File: src/rtl/mem_port_arbiter.sv
// Shares one single-port memory between instruction fetch and load/store.
// DM has priority with an IF anti-starvation run limit; responses are routed by an in-order tag FIFO.
module mem_port_arbiter #(
    parameter int MAX_OUTST  = 2,
    parameter int MAX_DM_RUN = 4
) (
    input  logic        i_clk,
    input  logic        i_rst,
    input  logic        i_if_req,
    input  logic [31:0] i_if_addr,
    output logic        o_if_gnt,
    output logic        o_if_rvalid,
    output logic [31:0] o_if_rdata,
    input  logic        i_dm_req,
    input  logic [31:0] i_dm_addr,
    input  logic        i_dm_wr,
    input  logic [3:0]  i_dm_strb,
    input  logic [31:0] i_dm_wdata,
    output logic        o_dm_gnt,
    output logic        o_dm_rvalid,
    output logic [31:0] o_dm_rdata,
    output logic        o_mem_req,
    output logic [31:0] o_mem_addr,
    output logic        o_mem_wr,
    output logic [3:0]  o_mem_strb,
    output logic [31:0] o_mem_wdata,
    input  logic        i_mem_gnt,
    input  logic        i_mem_rvalid,
    input  logic [31:0] i_mem_rdata,
    output logic        o_busy,
    output logic        o_err
);

    localparam int CW = $clog2(MAX_OUTST + 1);
    localparam int PW = (MAX_OUTST > 1) ? $clog2(MAX_OUTST) : 1;
    localparam int RW = $clog2(MAX_DM_RUN + 1);

    localparam logic [CW-1:0] CNT_MAX  = CW'(MAX_OUTST);
    localparam logic [PW-1:0] PTR_LAST = PW'(MAX_OUTST - 1);
    localparam logic [RW-1:0] RUN_MAX  = RW'(MAX_DM_RUN);

    logic [MAX_OUTST-1:0] tag_q, tag_d;
    logic [PW-1:0]        wptr_q, wptr_d;
    logic [PW-1:0]        rptr_q, rptr_d;
    logic [CW-1:0]        cnt_q, cnt_d;
    logic [RW-1:0]        run_q, run_d;
    logic                 err_q, err_d;

    logic can_issue;
    logic sel_dm;
    logic mem_req;
    logic accept;
    logic resp;
    logic head;

    always_comb begin
        can_issue = (cnt_q < CNT_MAX) || i_mem_rvalid;
        sel_dm    = i_dm_req && !(i_if_req && (run_q == RUN_MAX));
        mem_req   = i_rst && can_issue && (i_if_req || i_dm_req);
        accept    = mem_req && i_mem_gnt;
        resp      = i_rst && i_mem_rvalid && (cnt_q != '0);
        head      = tag_q[rptr_q];
    end

    always_comb begin
        o_mem_req   = mem_req;
        o_mem_addr  = '0;
        o_mem_wr    = 1'b0;
        o_mem_strb  = '0;
        o_mem_wdata = '0;
        if (mem_req && sel_dm) begin
            o_mem_addr  = i_dm_addr;
            o_mem_wr    = i_dm_wr;
            o_mem_strb  = i_dm_strb;
            o_mem_wdata = i_dm_wdata;
        end else if (mem_req) begin
            o_mem_addr  = i_if_addr;
        end
        o_if_gnt    = accept && !sel_dm;
        o_dm_gnt    = accept && sel_dm;
        o_if_rvalid = resp && !head;
        o_dm_rvalid = resp && head;
        o_if_rdata  = i_rst ? i_mem_rdata : '0;
        o_dm_rdata  = i_rst ? i_mem_rdata : '0;
        o_busy      = (cnt_q != '0);
        o_err       = err_q;
    end

    always_comb begin
        tag_d  = tag_q;
        wptr_d = wptr_q;
        rptr_d = rptr_q;
        cnt_d  = cnt_q;
        run_d  = run_q;
        err_d  = err_q | (i_mem_rvalid && (cnt_q == '0));
        if (accept) begin
            tag_d[wptr_q] = sel_dm;
            wptr_d = (wptr_q == PTR_LAST) ? '0 : wptr_q + PW'(1);
        end
        if (resp) begin
            rptr_d = (rptr_q == PTR_LAST) ? '0 : rptr_q + PW'(1);
        end
        if (accept && !resp) begin
            cnt_d = cnt_q + CW'(1);
        end else if (!accept && resp) begin
            cnt_d = cnt_q - CW'(1);
        end
        // run counts DM wins only while IF is actually waiting
        if (!i_if_req || o_if_gnt) begin
            run_d = '0;
        end else if (o_dm_gnt && (run_q != RUN_MAX)) begin
            run_d = run_q + RW'(1);
        end
    end

    always_ff @(posedge i_clk or negedge i_rst) begin
        if (!i_rst) begin
            tag_q  <= '0;
            wptr_q <= '0;
            rptr_q <= '0;
            cnt_q  <= '0;
            run_q  <= '0;
            err_q  <= 1'b0;
        end else begin
            tag_q  <= tag_d;
            wptr_q <= wptr_d;
            rptr_q <= rptr_d;
            cnt_q  <= cnt_d;
            run_q  <= run_d;
            err_q  <= err_d;
        end
    end

endmodule

File: config.mk
export PLATFORM = sky130hd
export DESIGN_NAME = mem_port_arbiter
export DESIGN_NICKNAME = d
export VERILOG_FILES = /design/src/rtl/mem_port_arbiter.sv
export SDC_FILE = /design/constraint.sdc
export NUM_CORES = 1
export LEC_CHECK = 0
export ABC_AREA = 1
export ABC_CLOCK_PERIOD_IN_PS = 1550
export CORE_AREA = 2 2 109 111
export DETAILED_ROUTE_END_ITERATION = 12
export DIE_AREA = 0 0 111 113
export PLACE_DENSITY_LB_ADDON = 0.3
export REMOVE_ABC_BUFFERS = 1
export SYNTH_ARGS = -nofsm -noshare
export SYNTH_HDL_FRONTEND = slang
export SYNTH_SLANG_ARGS = --single-unit
File: constraint.sdc
create_clock -name i_clk -period 1.55 [get_ports i_clk]
set_clock_uncertainty 0.1 [all_clocks]
set_input_delay 0.2325 -clock i_clk [delete_from_list [all_inputs] [get_ports i_clk]]
set_output_delay 0.2325 -clock i_clk [all_outputs]
set_load 0.1 [all_outputs]
[After elaboration in Yosys (flattened, before gate mapping)]
Index checks and enable logic that the tools add are counted.
Cells by class
  bitwise gates (word level): 1
  add/sub/neg operators: 5
  multiplexer cells: 17
  reductions and logical operators: 30
  eq/ne operators: 2
  magnitude comparators: 4
Operators with widths (count)
  $mux 32: 4
  $logic_and 1x1->1: 17
  $logic_not 1->1: 6
  $mux 1: 6
  $mux 3: 2
  $reduce_bool 2->1: 3
  $lt 1x2->1 const B: 2
  $mux 2: 2
  $mux 4: 1
  $add 3x1->3 const B: 1
  $eq 3x3->1 const B: 1
  $logic_or 1x1->1: 3
  $ne 3x3->1 const B: 1
  $add 1x1->1 const B: 2
  $add 2x1->2 const B: 1
  $bwmux 2: 1
  $logic_not 2->1: 1
  $lt 2x2->1 const B: 1
  $sub 2x1->2 const B: 1
  $demux 1 s1: 1
  $ge 1x1->1 const B: 1
  $or 1x1->1: 1
Word-level totals
  word-level logic and storage cells: 65
  bits of input ports: 139
  register bits: 10

[Logic depth before layout (Yosys ltp)]
  word-level depth: 9
  depth in mapped cells: 9

[Worst setup path after synthesis]
Ideal clock, no wire load.
  kind: reg-to-output
  from: register cnt_q[0]
  to: output o_if_rvalid
  required time: 1.217 ns
  arrival time: 2.724 ns
  stages on the path, launching flop included: 5
  setup slack: -1.507 ns
  cell sequence: dfrtp_1 -> inv_1 -> nand2_1 -> nand3_1 -> nor2_1
Between the ends
  cells in the longest elaborated chain, start to end: 3
RTL lines
  start, declared: RTL line 45  | logic [CW-1:0] cnt_q, cnt_d;
  start signal, assigned: RTL line 128  | cnt_q <= cnt_d;
  $reduce_bool 2->1
  named net o_busy: RTL line 30  | output logic o_busy,
  $logic_and 1x1->1: RTL line 61  | resp = i_rst && i_mem_rvalid && (cnt_q != '0);
  $logic_and 1x1->1: RTL line 81  | o_if_rvalid = resp && !head;
  end, declared: RTL line 12  | output logic o_if_rvalid,
The timed path passes the listed nets, and every way through them passes these cells.

[Final worst setup path]
  from: register run_q[0]
  to: output o_if_gnt
Between the ends
  cells in the longest elaborated chain, start to end: 6
RTL lines
  start, declared: RTL line 46  | logic [RW-1:0] run_q, run_d;
  start signal, assigned: RTL line 129  | run_q <= run_d;
  $eq 3x3->1: RTL line 58  | sel_dm = i_dm_req && !(i_if_req && (run_q == RUN_MAX));
  $logic_and 1x1->1: RTL line 58
  $logic_not 1->1: RTL line 58
  $logic_and 1x1->1: RTL line 58
  $logic_not 1->1: RTL line 79  | o_if_gnt = accept && !sel_dm;
  $logic_and 1x1->1: RTL line 79
  end, declared: RTL line 11  | output logic o_if_gnt,
No other way between the ends.

==> flow_metrics.py <==
metrics = {
    "placed_design": {
        "placedInstanceArea_mm2": 0.006088,
        "dp_worst_setup_slack_ns": -0.5866,
        "gp_congestion": 0.8983,
        "place_hpwl_um": 9092,
        "io_buffer_count": 278,
    },
    "flow_run": {
        "cap_violations": 0,
    },
    "route": {
        "drt_iter0_markers": 166,
        "first_pass_iters": 4,
        "avgRoutedWirePerCell_um": 16.99,
        "vias": 3311,
        "vias_per_cell": 4.245,
        "detail_route.drc_violations": 0,
        "routed_wl_um": 13250,
        "final_antenna_net_count": 0,
    },
    "outcome": {
        "violations": "negative setup slack",
        "outcome": "finished, violations left",
    },
    "synth": {
        "syn_avg_cell_area_um2": 5.199,
        "yosysSeqAreaShare_pct": 13.60,
        "yosysTopAreaCellShare_pct": 22.03,
        "netlist_top_cells_area": "nand2_1 (22%), inv_1 (17%), dfrtp_1 (14%), buf_4 (13%), nand3_1 (11%)",
        "synth_edf_count": 0,
        "ys_async_sr_fraction_pct": 100.0,
        "synth_common_cells": "nand2_1 (108), inv_1 (84), nand3_1 (41), nor2_1 (40), buf_4 (33)",
        "netlist-cell-type-count": 21,
        "synth_most_common_cell": "nand2_1",
        "synthesis.instances": 354,
        "postSynthRegisterBits": 10,
        "yosysWarnings": 0,
        "synth-main-ff-cell": "dfrtp_1",
        "syn-cell-area_mm2": 0.001841,
        "synth_top_area_cell": "nand2_1",
    },
    "clock_network": {
        "maximum_root_to_sink_buffer_count": 2,
        "tritoncts.num_buffers": 3,
        "cts_tree": "built",
        "path_clk_slew_ns": 0.04,
        "cts.root.buffer_cell": "clkbuf_16",
        "clock_sinks": 10,
        "clock_insertion_delay_worst_skew_ns": 0.24,
        "ctsHtreeMaxLevel": 1,
    },
    "critical_path": {
        "critical_path_buf_inv_count": 6,
        "crit_path_cell_trace": "inv_2 -> ha_4 -> nand3_4 -> nand2_4 -> buf_4 -> buf_12 -> inv_2 -> nor2_1 -> buf_4 -> buf_12",
        "worstPathMaxFanout": 9,
        "r2r.worst_path.cells": 12,
        "reg2reg_slack_ns": -0.23,
        "startpoint_type": "flip-flop",
        "crit_path_max_delay_family": "buffers and inverters",
        "cp_slowest_stage_delay_ns": 0.39,
        "ff_to_ff_start": "run_q[0]",
        "criticalPathCategory": "flip-flop to output port",
        "critPathRequiredTime_ns": 1.22,
        "critPathArrivalTime_ns": 1.80,
        "cp-end-kind": "output port",
        "cp_slowest_cell": "dfrtp_1",
        "rr_endpoint": "run_q[0]",
    },
    "finish": {
        "area_delta_synth_final_pct": 296.8,
        "num-nets-final": 780,
        "fillerInstances": 871,
        "n_diodes": 0,
        "post_route_cells_drive_above_1_share_pct": 52.12,
        "design_area_mm2": 0.007303,
    },
    "sta": {
        "fin_crit_share_pct": 137.7,
        "final.hold.worst_slack_ns": 0.3776,
        "finalHoldViolCount": 0,
        "fmax_mhz": 468.6,
        "transition_at_the_pin_with_the_smallest_max_transition_slack_ns": 0.2004,
        "rsz0062_at_grt": "true",
        "final_ws_setup_ns": -0.5838,
        "setup_viol_count_final": 80,
        "tns_ns": -38.49,
        "max_slew_margin_pct": 86.50,
        "min_period_ns": 2.134,
        "finalMaxSlewViolations": 0,
    },
    "pwr": {
        "max-vdd-ir-drop_v": 0.0005299,
        "power.combinational.fraction_pct": 83.3,
        "seqPwrFrac_pct": 7.4,
        "report.power.total_w": 0.005658,
        "power_frac_clock_pct": 9.3,
        "cellLeakagePower_nw": 3.459,
        "netSwitchingFraction_pct": 54.92,
        "power.net_switching_w": 0.003108,
        "power_per_cell_area_mw_per_mm2": 774.8,
        "cellInternalPower_w": 0.002551,
    },
    "hold_path": {
        "hold_start": "wptr_q",
        "worstHoldPathType": "flip-flop to flip-flop",
        "worst_hold_path.num_cells": 1,
        "min_delay_worst_endpoint": "tag_q[0]",
    },
    "grt": {
        "vias_in_the_first_global_route": 3339,
        "grt_remaining_overflow": 0,
        "gr-usage-all-layers_pct": 17.59,
        "antenna_found_initial": 0,
        "global_route_wire_length_before_repair_um": 17950,
        "maximum_number_of_pins_on_one_net_before_global_route_repair": 35,
    },
    "floorplanning": {
        "floorplan.die.width_um": 111,
        "initial_core_util_pct": 16.33,
        "floorplan.io_pins": 279,
        "dieHeight_um": 113,
        "floorplan.die_area_mm2": 0.01254,
        "placement_rows": 39,
        "fp.coreArea_mm2": 0.01127,
    },
}
[state kept, by name (all words and copies together) (netlist names)]
name and count:
wptr_q 1, tag_q 2, o_err 1, run_q 3, rptr_q 1, cnt_q 2
[worst max-delay path by stage]
stage,start,endpoint,slack (ns),depth (start not counted)
global placement,i_dm_req,o_mem_addr[26],-0.54,9
finish,run_q[0],o_if_gnt,-0.58,10
CTS,run_q[0],o_mem_wdata[13],-0.57,9
floorplan,run_q[0],o_mem_strb[0],-1.93,7
detailed placement,i_dm_req,o_mem_wdata[5],-0.59,9
global route,run_q[0],o_mem_addr[10],-0.65,10
[what timing repair did]
action | CTS | global route
gates resized for setup | 149 | 84
hold endpoints to repair | 0 | 10
hold buffers | 0 | 2
setup endpoints to repair | 145 | 90
pin swaps | 5 | 34
buffers inserted | 3 | 8
cloned | 4 | 10
[cells by family after synthesis]
kind of cell	count (synthesis)	synth area share [%]
compound gates	8	2.311
flops	10	13.60
simple gates	195	43.98
buf+inv	133	35.69
xor+xnor	5	2.380
fa+ha+maj	3	2.040
[power groups by stage]
| stage | clock (W) | sequential (W) | combinational [W] |
|---|---|---|---|
| 5_1_grt | 0.000541 | 0.000431 | 0.00488 |
| 6_report | 0.000526 | 0.000419 | 0.00471 |
| 3_5_place_dp | 0 | 0.000402 | 0.00413 |
| 2_1_floorplan | 0 | 0.000391 | 0.00231 |
| 4_1_cts | 0.000528 | 0.000412 | 0.00441 |
| 3_3_place_gp | 0 | 0.000396 | 0.00409 |
[stage by stage]
stage,std cells,utilization [%]
after floorplan,306,-
after global placement,750,54.01
after detailed placement,750,54.01
after CTS,761,59.43
after global routing,780,64.79
final,780,64.79
[cell type report]
cell class                      instances  area, um^2  area share, %
Clock buffer                            4       88.84          1.216
Inverter                               85       324.1          4.437
Multi-Input combinational cell        211        1594          21.83
Sequential cell                        10       250.2          3.426
Tap cell                              143       178.9          2.450
Timing Repair Buffer                  327        4867          66.64
[worst reg2reg max path: stages, from the launching register on]
cell,delay [ns]
dfrtp_1,0.39
inv_2,0.09
ha_4,0.15
nand3_4,0.06
nand2_4,0.08
buf_4,0.18
buf_12,0.16
inv_2,0.03
nor2_1,0.09
buf_4,0.15
nor2_4,0.06
nand3_1,0.07
nand2_1,0.06
[cell usage in the layout (no fill, tap or decap), drive strengths merged, types with 2 or more instances in the layout]
cell,n
nor2,42
dlygate4sd3,2
clkdlybuf4s50,134
inv,85
dfrtp,10
o21ai,6
nand2,109
xnor2,2
xor2,3
nand3,43
clkbuf,11
dlygate4sd2,3
buf,180
ha,3
[per-layer routing]
metal / vias to the layer above / GRT usage, % / share of wire (%)
li1: 1560 / - / -
met4: 0 / 2.000 / 1.4
met2: 184 / 36.44 / 57
met3: 18 / 3.535 / 6.7
met5: - / 0 / 0
met1: 1549 / 18.69 / 35
(Power assumes the default switching activity.)
